===== config.mk =====
export PLATFORM = sky130hd
export DESIGN_NAME = pipeline_hazard_ctrl
export DESIGN_NICKNAME = d
export VERILOG_FILES = /design/src/rtl/pipeline_hazard_ctrl.sv
export SDC_FILE = /design/constraint.sdc
export NUM_CORES = 1
export LEC_CHECK = 0
export BUFFER_PORTS_ARGS = -buffer_cell sky130_fd_sc_hd__buf_2
export CAP_MARGIN = 20
export CORE_AREA = 2 2 39 41
export CTS_BUF_LIST = sky130_fd_sc_hd__clkbuf_2
export DETAILED_ROUTE_END_ITERATION = 8
export DIE_AREA = 0 0 41 43
export PLACE_DENSITY = 0.63
export SYNTH_ARGS = -nofsm -noshare
export SYNTH_HDL_FRONTEND = slang
export SYNTH_SLANG_ARGS = --single-unit

===== constraint.sdc =====
create_clock -name CLK -period 1.8 [get_ports CLK]
set_input_delay 0.36 -clock CLK [delete_from_list [all_inputs] [get_ports CLK]]
set_output_delay 0.36 -clock CLK [all_outputs]
set_load 0.1 [all_outputs]

===== src/rtl/pipeline_hazard_ctrl.sv =====
// Pipeline hazard controller: sequences latch enables and bubble inserts for a
// five-stage pipeline. It handles load-use stalls, taken-branch flushes, I-cache
// misses, D-side waits and the terminal halt.
// Optional build macro PIPELINE_HAZARD_CTRL_PERF_EN adds the stall_cnt and
// flush_cnt performance counters.
module pipeline_hazard_ctrl (
  input  logic       CLK,
  input  logic       nRST,
  input  logic       ihit,
  input  logic       dhit,
  input  logic       dmemREN_mem,
  input  logic       dmemWEN_mem,
  input  logic [4:0] rs_id,
  input  logic [4:0] rt_id,
  input  logic [4:0] wsel_ex,
  input  logic       memread_ex,
  input  logic       branch_taken_mem,
  input  logic       halt_wb,
  output logic       pc_en,
  output logic       ifid_en,
  output logic       idex_en,
  output logic       exmem_en,
  output logic       memwb_en,
  output logic       ifid_sRST,
  output logic       idex_sRST,
  output logic       exmem_sRST,
  output logic       memwb_sRST,
  output logic       halted
`ifdef PIPELINE_HAZARD_CTRL_PERF_EN
  ,
  output logic [31:0] stall_cnt,
  output logic [31:0] flush_cnt
`endif
);

  localparam int unsigned REG_W = 5;
  localparam int unsigned CNT_W = 32;

  typedef enum logic [1:0] {
    RUN   = 2'd0,
    DWAIT = 2'd1,
    HALT  = 2'd2
  } state_t;

  state_t state;

  logic dreq;
  logic adv;
  logic load_use;
  logic active;

  assign dreq     = dmemREN_mem | dmemWEN_mem;
  assign adv      = ~dreq | dhit;
  assign load_use = memread_ex && (wsel_ex != REG_W'(0)) &&
                    ((wsel_ex == rs_id) || (wsel_ex == rt_id));

  // Enable/bubble decode; DWAIT releases with normal RUN outputs on dhit.
  always_comb begin
    active     = 1'b0;
    pc_en      = 1'b0;
    ifid_en    = 1'b0;
    idex_en    = 1'b0;
    exmem_en   = 1'b0;
    memwb_en   = 1'b0;
    ifid_sRST  = 1'b0;
    idex_sRST  = 1'b0;
    exmem_sRST = 1'b0;
    memwb_sRST = 1'b0;
    if (nRST) begin
      case (state)
        RUN:     active = adv;
        DWAIT:   active = dhit;
        default: active = 1'b0;
      endcase
    end
    if (active) begin
      ifid_en  = 1'b1;
      idex_en  = 1'b1;
      exmem_en = 1'b1;
      memwb_en = 1'b1;
      if (branch_taken_mem) begin
        // Squash the three younger stages and let the PC take the target.
        pc_en      = 1'b1;
        ifid_sRST  = 1'b1;
        idex_sRST  = 1'b1;
        exmem_sRST = 1'b1;
      end else if (load_use) begin
        // Hold IF/ID and the PC, drop one bubble into EX.
        ifid_en   = 1'b0;
        idex_sRST = 1'b1;
      end else begin
        pc_en     = ihit;
        ifid_sRST = ~ihit;
      end
    end
  end

  // State register and sticky halt flag.
  always_ff @(posedge CLK or negedge nRST) begin
    if (!nRST) begin
      state  <= RUN;
      halted <= 1'b0;
    end else if (halt_wb || (state == HALT)) begin
      state  <= HALT;
      halted <= 1'b1;
    end else begin
      case (state)
        RUN:     if (dreq && !dhit) state <= DWAIT;
        DWAIT:   if (dhit) state <= RUN;
        default: state <= RUN;
      endcase
    end
  end

`ifdef PIPELINE_HAZARD_CTRL_PERF_EN
  // Free-running wrap-around stall and flush counters.
  always_ff @(posedge CLK or negedge nRST) begin
    if (!nRST) begin
      stall_cnt <= '0;
      flush_cnt <= '0;
    end else begin
      if ((state != HALT) && !pc_en) stall_cnt <= stall_cnt + CNT_W'(1);
      if (branch_taken_mem && adv)   flush_cnt <= flush_cnt + CNT_W'(1);
    end
  end
`endif

endmodule


==> flow_summary.ini, run 1 <==
[detailed_routing]
drtIter0Drc = 0
finalWirelength_mm = 1.08
via_per_inst = 4.38
firstDrtPassIters = 1
vias = 442
drc = 0
wl_per_cell_um = 10.7
ant_nets = 0

[critical_path]
worstPathCellList = buf_6 -> or4_4 -> o21ai_4 -> nor2_4 -> a21oi_4 -> buf_12
r2r_start = state[0]
max_stage_delay_ns = 0.54
startpoint_type = input pin
path_class = input pin to primary output
required_ns = 1.44
end_kind = primary output
crit_path_top_delay_cell = or4_4
worstPathArrival_ns = 1.62
worstSetupStartpoint = wsel_ex[1]
worst-path-max-fanout = 3

[die]
fp.dieW_um = 41
pin_count = 34
die_y_um = 43
num_rows = 14
start_util_pct = 23.4
core_um2 = 1380
die_area_um2 = 1760

[sta]
rsz0062_at_grt = yes
skew_ns = 0.00387
layout_min_cycle_time_ns = 1.98
fin_ws_ns = -0.180
slew_viol_final = 0
setup_viol = 4
finalSetupTns_ns = -0.700
timing.final.crit_share_pct = 110
hold_viol_final = 0
fmax_mhz = 505

[synthesis]
ys.flop_type = dfrtp_1
seq_area_frac_synth_pct = 23.2
yosys.area.top_type = xnor2_1
avgSynthCellArea_um2 = 7.72
synthTopCellsByArea = xnor2_1, dfrtp_1, buf_4
synth_edf_count = 0
yosys_register_bits = 3
synth_warnings = 0
synth_top_cell_area_share_pct = 27.0
synth.most_common_cell = xnor2_1
synth_cells = 42
synth_async_sr_flop_share_pct = 100
netlist_area_um2 = 324
syn-num-nets = 66
ys_types = 19

[pwr]
p_int_w = 0.000179
p_switching_w = 0.0000864
p_comb_share_pct = 39.6
p_sw_share_pct = 32.5
power_frac_seq_pct = 25.5
clkPwrFrac_pct = 34.9
p_leak_nw = 0.344
vdd_drop_max_mv = 0.262
powerDensity_nw_per_um2 = 332

[final_layout]
drive_gt1_share_pct = 69.4
num_antenna_cells = 0
utilization_pct = 57.9
areaGrowthSynthToFinish_pct = 147
nets = 110
finish.instance_area_um2 = 801

[clock_network]
ctsRootBufferMaster = clkbuf_2
numCtsBuffers = 3
path_clk_slew_ns = 0.04
clockBufferDepth = 2
cts.sinks = 3
cts-htree-levels = 1
cts_tree = done
hold_buffers = 0
clk_latency_ns = 0.20

[grt]
grt_pass1_vias = 460
antenna_found_initial = 0
grt_use_total_pct = 14.8
grt_overflow = 0
grt_pass1_wl_mm = 1.66
grt_max_degree = 5

[outcome]
status = complete, but fails checks
failed_checks = setup timing

[job]
cap_violations = 0

[worst_hold_path]
hp-class = input pin to async pin

[placed_design]
gp_congestion = 0.638
post_dp_cell_area_um2 = 734
io_buffers = 32
hpwl_um = 886
-- cells in the final DEF (no fill, tap or decap) --
cell type / count
nand2_1: 2
nor3_4: 1
a21o_4: 1
and2b_1: 1
nor4_1: 1
a21o_1: 1
o22ai_1: 1
nand3_1: 2
or2_2: 1
nor2_2: 1
and2_4: 1
o21ai_4: 2
inv_1: 2
buf_2: 22
clkbuf_2: 4
conb_1: 1
o21ai_1: 2
xnor2_1: 10
buf_4: 10
buf_6: 2
nor2_4: 1
clkinvlp_4: 1
buf_12: 8
a21oi_4: 3
dfrtp_1: 3
or4_4: 1
-- stage by stage --
step,setup WS [ns],hold WS [ns],power (W),cells
CTS,-0.168,0.0246,0.000273,99
global route,-0.218,0.0217,0.000287,101
finish,-0.180,0.0416,0.000266,101
global placement,-0.175,0.250,0.000164,95
detailed placement,-0.184,0.257,0.000167,95
floorplan,-0.443,0.0644,0.000116,42
-- timing repair --
item                       CTS  global route
setup endpoints to repair    4             8
gates resized for setup      6             0
setup buffers                0             2
pin swaps                    0             1
-- worst paths after layout --
path / to / slack (ns) / depth (start not counted)
worst min register to register: state[0] / 0.45 / 1
worst max register to register: halted / 0.81 / 3
worst max-delay path: pc_en / -0.18 / 6
min in group CLK: state[0] / 0.33 / 2
worst min-delay path: state[1] / 0.04 / 2
max in group asynchronous: halted / 1.66 / 2
-- cell type report --
class | instances | area, um^2
Inverter | 3 | 15.0
Sequential cell | 3 | 75.1
Multi-Input combinational cell | 33 | 303
Timing Repair Buffer | 42 | 368
Fill cell | 126 | 583
Tap cell | 16 | 20.0
Clock buffer | 4 | 20.0
-- critical path, delay by kind of cell --
| family | cells | cell delay [ns] |
|---|---|---|
| and+or+nand+nor | 2 | 0.62 |
| AOI/OAI and AO/OA | 2 | 0.36 |
| buffers and inverters | 2 | 0.28 |
-- registers in the layout, summed over array words and instances, names as in the netlist --
register	cells
halted	1
state	2
-- layer usage --
layer / share of wire [%] / GRT usage [%]
met1: 30 / 9.39
met3: 7.9 / 3.14
met4: 0 / 10.0
met2: 62 / 30.3
met5: 0 / 0
-- kinds of logic after synthesis --
logic type | after synthesis | share of synthesized area, %
buf+inv | 6 | 10.4
compound gates | 10 | 18.5
xor+xnor | 10 | 27.0
simple gates | 12 | 19.7
flops | 3 | 23.2
other cells | 1 | 1.16
-- power groups by stage --
stage | clock (W) | combinational [W] | sequential, W
after global placement | 0 | 0.0000953 | 0.0000687
after detailed placement | 0 | 0.0000983 | 0.0000687
after global routing | 0.000105 | 0.000115 | 0.0000677
final | 0.0000927 | 0.000105 | 0.0000678
after floorplan | 0 | 0.0000471 | 0.0000687
after CTS | 0.0000994 | 0.000106 | 0.0000677
(Power assumes the default switching activity.)
==> inputs of run 2 (changes only) <==
--- a/config.mk
+++ b/config.mk
@@ -8,7 +8,7 @@
 export BUFFER_PORTS_ARGS = -buffer_cell sky130_fd_sc_hd__buf_2
 export CAP_MARGIN = 20
 export CORE_AREA = 2 2 39 41
-export CTS_BUF_LIST = sky130_fd_sc_hd__clkbuf_2
+export CTS_BUF_LIST = sky130_fd_sc_hd__clkbuf_8
 export DETAILED_ROUTE_END_ITERATION = 8
 export DIE_AREA = 0 0 41 43
 export PLACE_DENSITY = 0.63
==> run 2 against run 1 <==
Effect of this change:
- the run still ends with setup timing left
- wire length up 2.0%
- critical path depth unchanged
- worst hold slack worse by 0.012 ns
- non-clock buffer count unchanged
- worst setup slack unchanged
- fmax unchanged
- clock skew down 0.0025 ns
- design area up 3.1%
- combinational power about the same
- total power up 37%
- first-iteration DRC count up 1
- critical endpoint unchanged
- largest power group is now the clock network
==> flow_summary.ini, run 2 (synthesized netlist as in run 1, its figures left out) <==
[critical_path]
end_kind = primary output
worst-path-max-fanout = 3
worstSetupStartpoint = wsel_ex[1]
required_ns = 1.44
startpoint_type = input pin
r2r_start = state[0]
worstPathArrival_ns = 1.62
path_class = input pin to primary output

[die]
num_rows = 14
die_area_um2 = 1760
pin_count = 34
start_util_pct = 23.4
core_um2 = 1380
fp.dieW_um = 41
die_y_um = 43

[final_layout]
regMostFlops = state
drive_gt1_share_pct = 68.2
nets = 110
nFillCells = 125
num_antenna_cells = 0
layout_common_cells = buf_2, xnor2_1, buf_4
reg_top3 = state x2, halted x1
largest_reg_flops = 2
mostFrequentLayoutCell = buf_2
areaGrowthSynthToFinish_pct = 155

[grt]
grt_pass1_vias = 458
grt_max_degree = 5
grt_overflow = 0
grt_use_total_pct = 15.3
grt_pass1_wl_mm = 1.68
antenna_found_initial = 0

[sta]
fmax_mhz = 505
timing.final.crit_share_pct = 110
rsz0062_at_grt = yes
layout_min_cycle_time_ns = 1.98
fin_ws_ns = -0.180
skew_ns = 0.00141
hold_viol_final = 0
finalSetupTns_ns = -0.700
slew_viol_final = 0
setup_viol = 4

[job]
cap_violations = 0

[clock_network]
path_clk_slew_ns = 0.03
ctsRootBufferMaster = clkbuf_8
numCtsBuffers = 3
cts_tree = done
cts.sinks = 3
hold_buffers = 0
clk_latency_ns = 0.22
clockBufferDepth = 2
cts-htree-levels = 1

[outcome]
failed_checks = setup timing
status = complete, but fails checks

[placed_design]
io_buffers = 32
hpwl_um = 886
gp_congestion = 0.638
place_ws_ns = -0.184

[pwr]
powerDensity_nw_per_um2 = 442
vdd_drop_max_mv = 0.611
p_leak_nw = 0.354

[detailed_routing]
via_per_inst = 4.41
wl_per_cell_um = 10.9
firstDrtPassIters = 2
ant_nets = 0
vias = 445
finalWirelength_mm = 1.10
drtIter0Drc = 1
drc = 0

[worst_hold_path]
hp-class = input pin to async pin
## run 2: final cells by class
type                    count  area, um^2  area share (%)
repair buffers             42         368            44.5
multi-input cells          33         303            36.7
flip-flops and latches      3        75.1            9.09
clock buffers               3        41.3            5.00
well taps                  16        20.0            2.42
inverters                   3        15.0            1.82
clock inverters             1        3.75           0.455
## run 2: repair_timing
action,4_1_cts,5_1_grt
endpoints found under the setup margin,4,8
buffers inserted,0,2
pin swaps,0,1
resized for setup,6,0
## run 2: path summary, 6_finish.rpt
check / end / slack, ns / cells past startpoint
min in group CLK: state[0] / 0.32 / 2
worst max-delay path: pc_en / -0.18 / 6
max in group asynchronous: halted / 1.68 / 2
worst min register to register: state[0] / 0.45 / 1
worst max register to register: halted / 0.81 / 3
worst min-delay path: state[1] / 0.03 / 2
## run 2: stage by stage
step           utilization, %  instances  area (um^2)  power (W)  hold WS, ns
4_1_cts                  58.6         99          811   0.000370       0.0261
5_1_grt                  59.7        101          826   0.000387       0.0312
3_3_place_gp             53.1         95          734   0.000164        0.250
3_5_place_dp             53.1         95          734   0.000167        0.257
2_1_floorplan               -         42          397   0.000116       0.0644
6_report                 59.7        101          826   0.000365       0.0295
## run 2: worst max-delay path: stages
cell,delay [ns]
buf_6,0.09
or4_4,0.54
o21ai_4,0.19
nor2_4,0.08
a21oi_4,0.17
buf_12,0.19
## run 2: routing by layer
metal  up-vias  share of wire (%)  global-route usage (%)
met2        24                 59                    30.3
li1        221                  -                       -
met1       196                 29                    10.0
met5         -                  0                       0
met3         4                8.8                    3.14
met4         0                3.0                    12.0
## run 2: power breakdown
group	leakage, nW	total [W]	internal, W	switching, W
sequential	0.0315	0.0000679	0.0000679	0.0000000000000189
combinational	0.295	0.000105	0.0000530	0.0000522
clock	0.0269	0.000192	0.000145	0.0000463
==> inputs of run 3 (changes only) <==
==> constraint.sdc (replaced) <==
create_clock -name CLK -period 2.2 [get_ports CLK]
set_input_delay 0.44 -clock CLK [delete_from_list [all_inputs] [get_ports CLK]]
set_output_delay 0.44 -clock CLK [all_outputs]
set_load 0.1 [all_outputs]
==> run 3 against run 2 <==
Effect of this change:
- sequential power down 18%
- clock skew is essentially flat
- core utilization is 8.1 points lower
- the flow now finishes without violations
- first-iteration DRC count decreased by 100%
- clock power is 21% lower
- combinational power shrank 27%
- largest cell class is now multi-input combinational cells
==> flow_summary.ini, run 3 (synthesized netlist as in run 1, its figures left out) <==
[detailed_routing]
vias = 388
finalWirelength_um = 912
ant_nets = 0
drtIter0Drc = 0
wl_per_cell_um = 9.70
via_per_inst = 4.13
drc = 0
firstDrtPassIters = 1

[clock_network]
cts_tree = done
clockBufferDepth = 2
cts-htree-levels = 1
clk_latency_ns = 0.21
cts.sinks = 3
ctsRootBufferMaster = clkbuf_8
post-cts-setup-buffers = 0
numCtsBuffers = 3
path_clk_slew_ns = 0.03

[final_layout]
nets = 103
multi_input_area_um2 = 300
areaGrowthSynthToFinish_pct = 120
mostFrequentLayoutCell = buf_2
regMostFlops = state
seqCellArea_um2 = 75.1
largest_reg_flops = 2
reg_top3 = state x2, halted x1
drive_gt1_share_pct = 64.1
final_cells = 94
layout_common_cells = buf_2, xnor2_1, buf_12
finish.instance_area_um2 = 713
nFillCells = 144
num_antenna_cells = 0

[die]
core_um2 = 1380
num_rows = 14
die_area_um2 = 1760
fp.dieW_um = 41
pin_count = 34
die_y_um = 43
start_util_pct = 23.4

[critical_path]
worstPathArrival_ns = 1.74
max_stage_delay_ns = 0.54
crit_path_top_delay_cell = or4_4
path_class = input pin to primary output
reg2reg_depth = 3
required_ns = 1.76
worstPathCellList = buf_2 -> or4_4 -> o21ai_4 -> nor2_1 -> a21o_4 -> buf_12
worst-path-max-fanout = 2
startpoint_type = input pin
end_kind = primary output

[grt]
grt_max_degree = 7
grt_use_total_pct = 10.5
grt-busiest-layer = met2
grt_pass1_wl_mm = 1.22
grt_pass1_vias = 359
gr-usage-met1_pct = 7.12
antenna_found_initial = 0
globalRouteMet3Util_pct = 1.57
grt_overflow = 0
grtUsageMet2_pct = 20.9

[pwr]
vdd_drop_max_mv = 0.319
powerDensity_nw_per_um2 = 396
p_leak_nw = 0.309

[sta]
setup_viol = 0
fmax_mhz = 459
skew_ns = 0.00102
layout_min_cycle_time_ns = 2.18
slew_viol_final = 0
timing.final.crit_share_pct = 99.0
rsz0062_at_grt = yes
hold_viol_final = 0

[job]
cap_violations = 0

[placed_design]
io_buffers = 32
dp.cells = 90
post_dp_cell_area_um2 = 652
hpwl_um = 786
gp_congestion = 0.638

[worst_hold_path]
hp-class = input pin to async pin

[outcome]
status = finished clean
-- run 3: report_power, final --
group	switching (W)	leakage, nW	internal, W
Clock	0.0000324	0.0269	0.000118
Combinational	0.0000398	0.250	0.0000364
Sequential	0.0000000000000164	0.0315	0.0000556
Total	0.0000722	0.309	0.000210
-- run 3: final cells by class --
cell class | instances | share of cell area [%]
timing repair buffer | 35 | 36.1
clock buffer | 3 | 5.79
inverter | 3 | 2.11
sequential | 3 | 10.5
tap | 16 | 2.81
clock inverter | 1 | 0.526
multi-input combinational | 33 | 42.1
-- run 3: final timing paths --
kind	from	to	slack, ns
worst min register to register	state[1]	state[0]	0.45
min in group CLK	halt_wb	state[0]	0.40
worst max-delay path	wsel_ex[1]	idex_sRST	0.02
worst min-delay path	nRST	halted	0.02
max in group asynchronous	nRST	state[0]	2.07
worst max register to register	state[0]	halted	1.22
-- run 3: critical path: cells and delay by family --
kind | cells | cell delay (ns)
buffers and inverters | 2 | 0.26
AO/OA/AOI/OAI | 2 | 0.41
AND/OR/NAND/NOR | 2 | 0.61
-- run 3: stage by stage --
step,total power [W],setup slack (ns),TNS (ns),hold WS (ns),util (%)
after floorplan,0.0000944,-0.194,-0.461,0.144,-
after global placement,0.000129,0.0610,0,0.241,47.1
after detailed placement,0.000129,0.0340,0,0.244,47.1
after CTS,0.000285,0.0263,0,0.0195,50.4
after global routing,0.000298,-0.0159,-0.0159,0.0177,51.5
final,0.000283,0.0220,0,0.0215,51.5
-- run 3: per-layer routing --
layer	wire (um)	share of wire, %
met3	84	9.2
met5	0	0
met1	293	32
met4	0	0
met2	534	59
-- run 3: timing repair --
action                                  CTS  global route
endpoints found under the setup margin    0             2
resized for setup                         0             3
hold buffers                              0             0
endpoints found under the hold margin     0             0
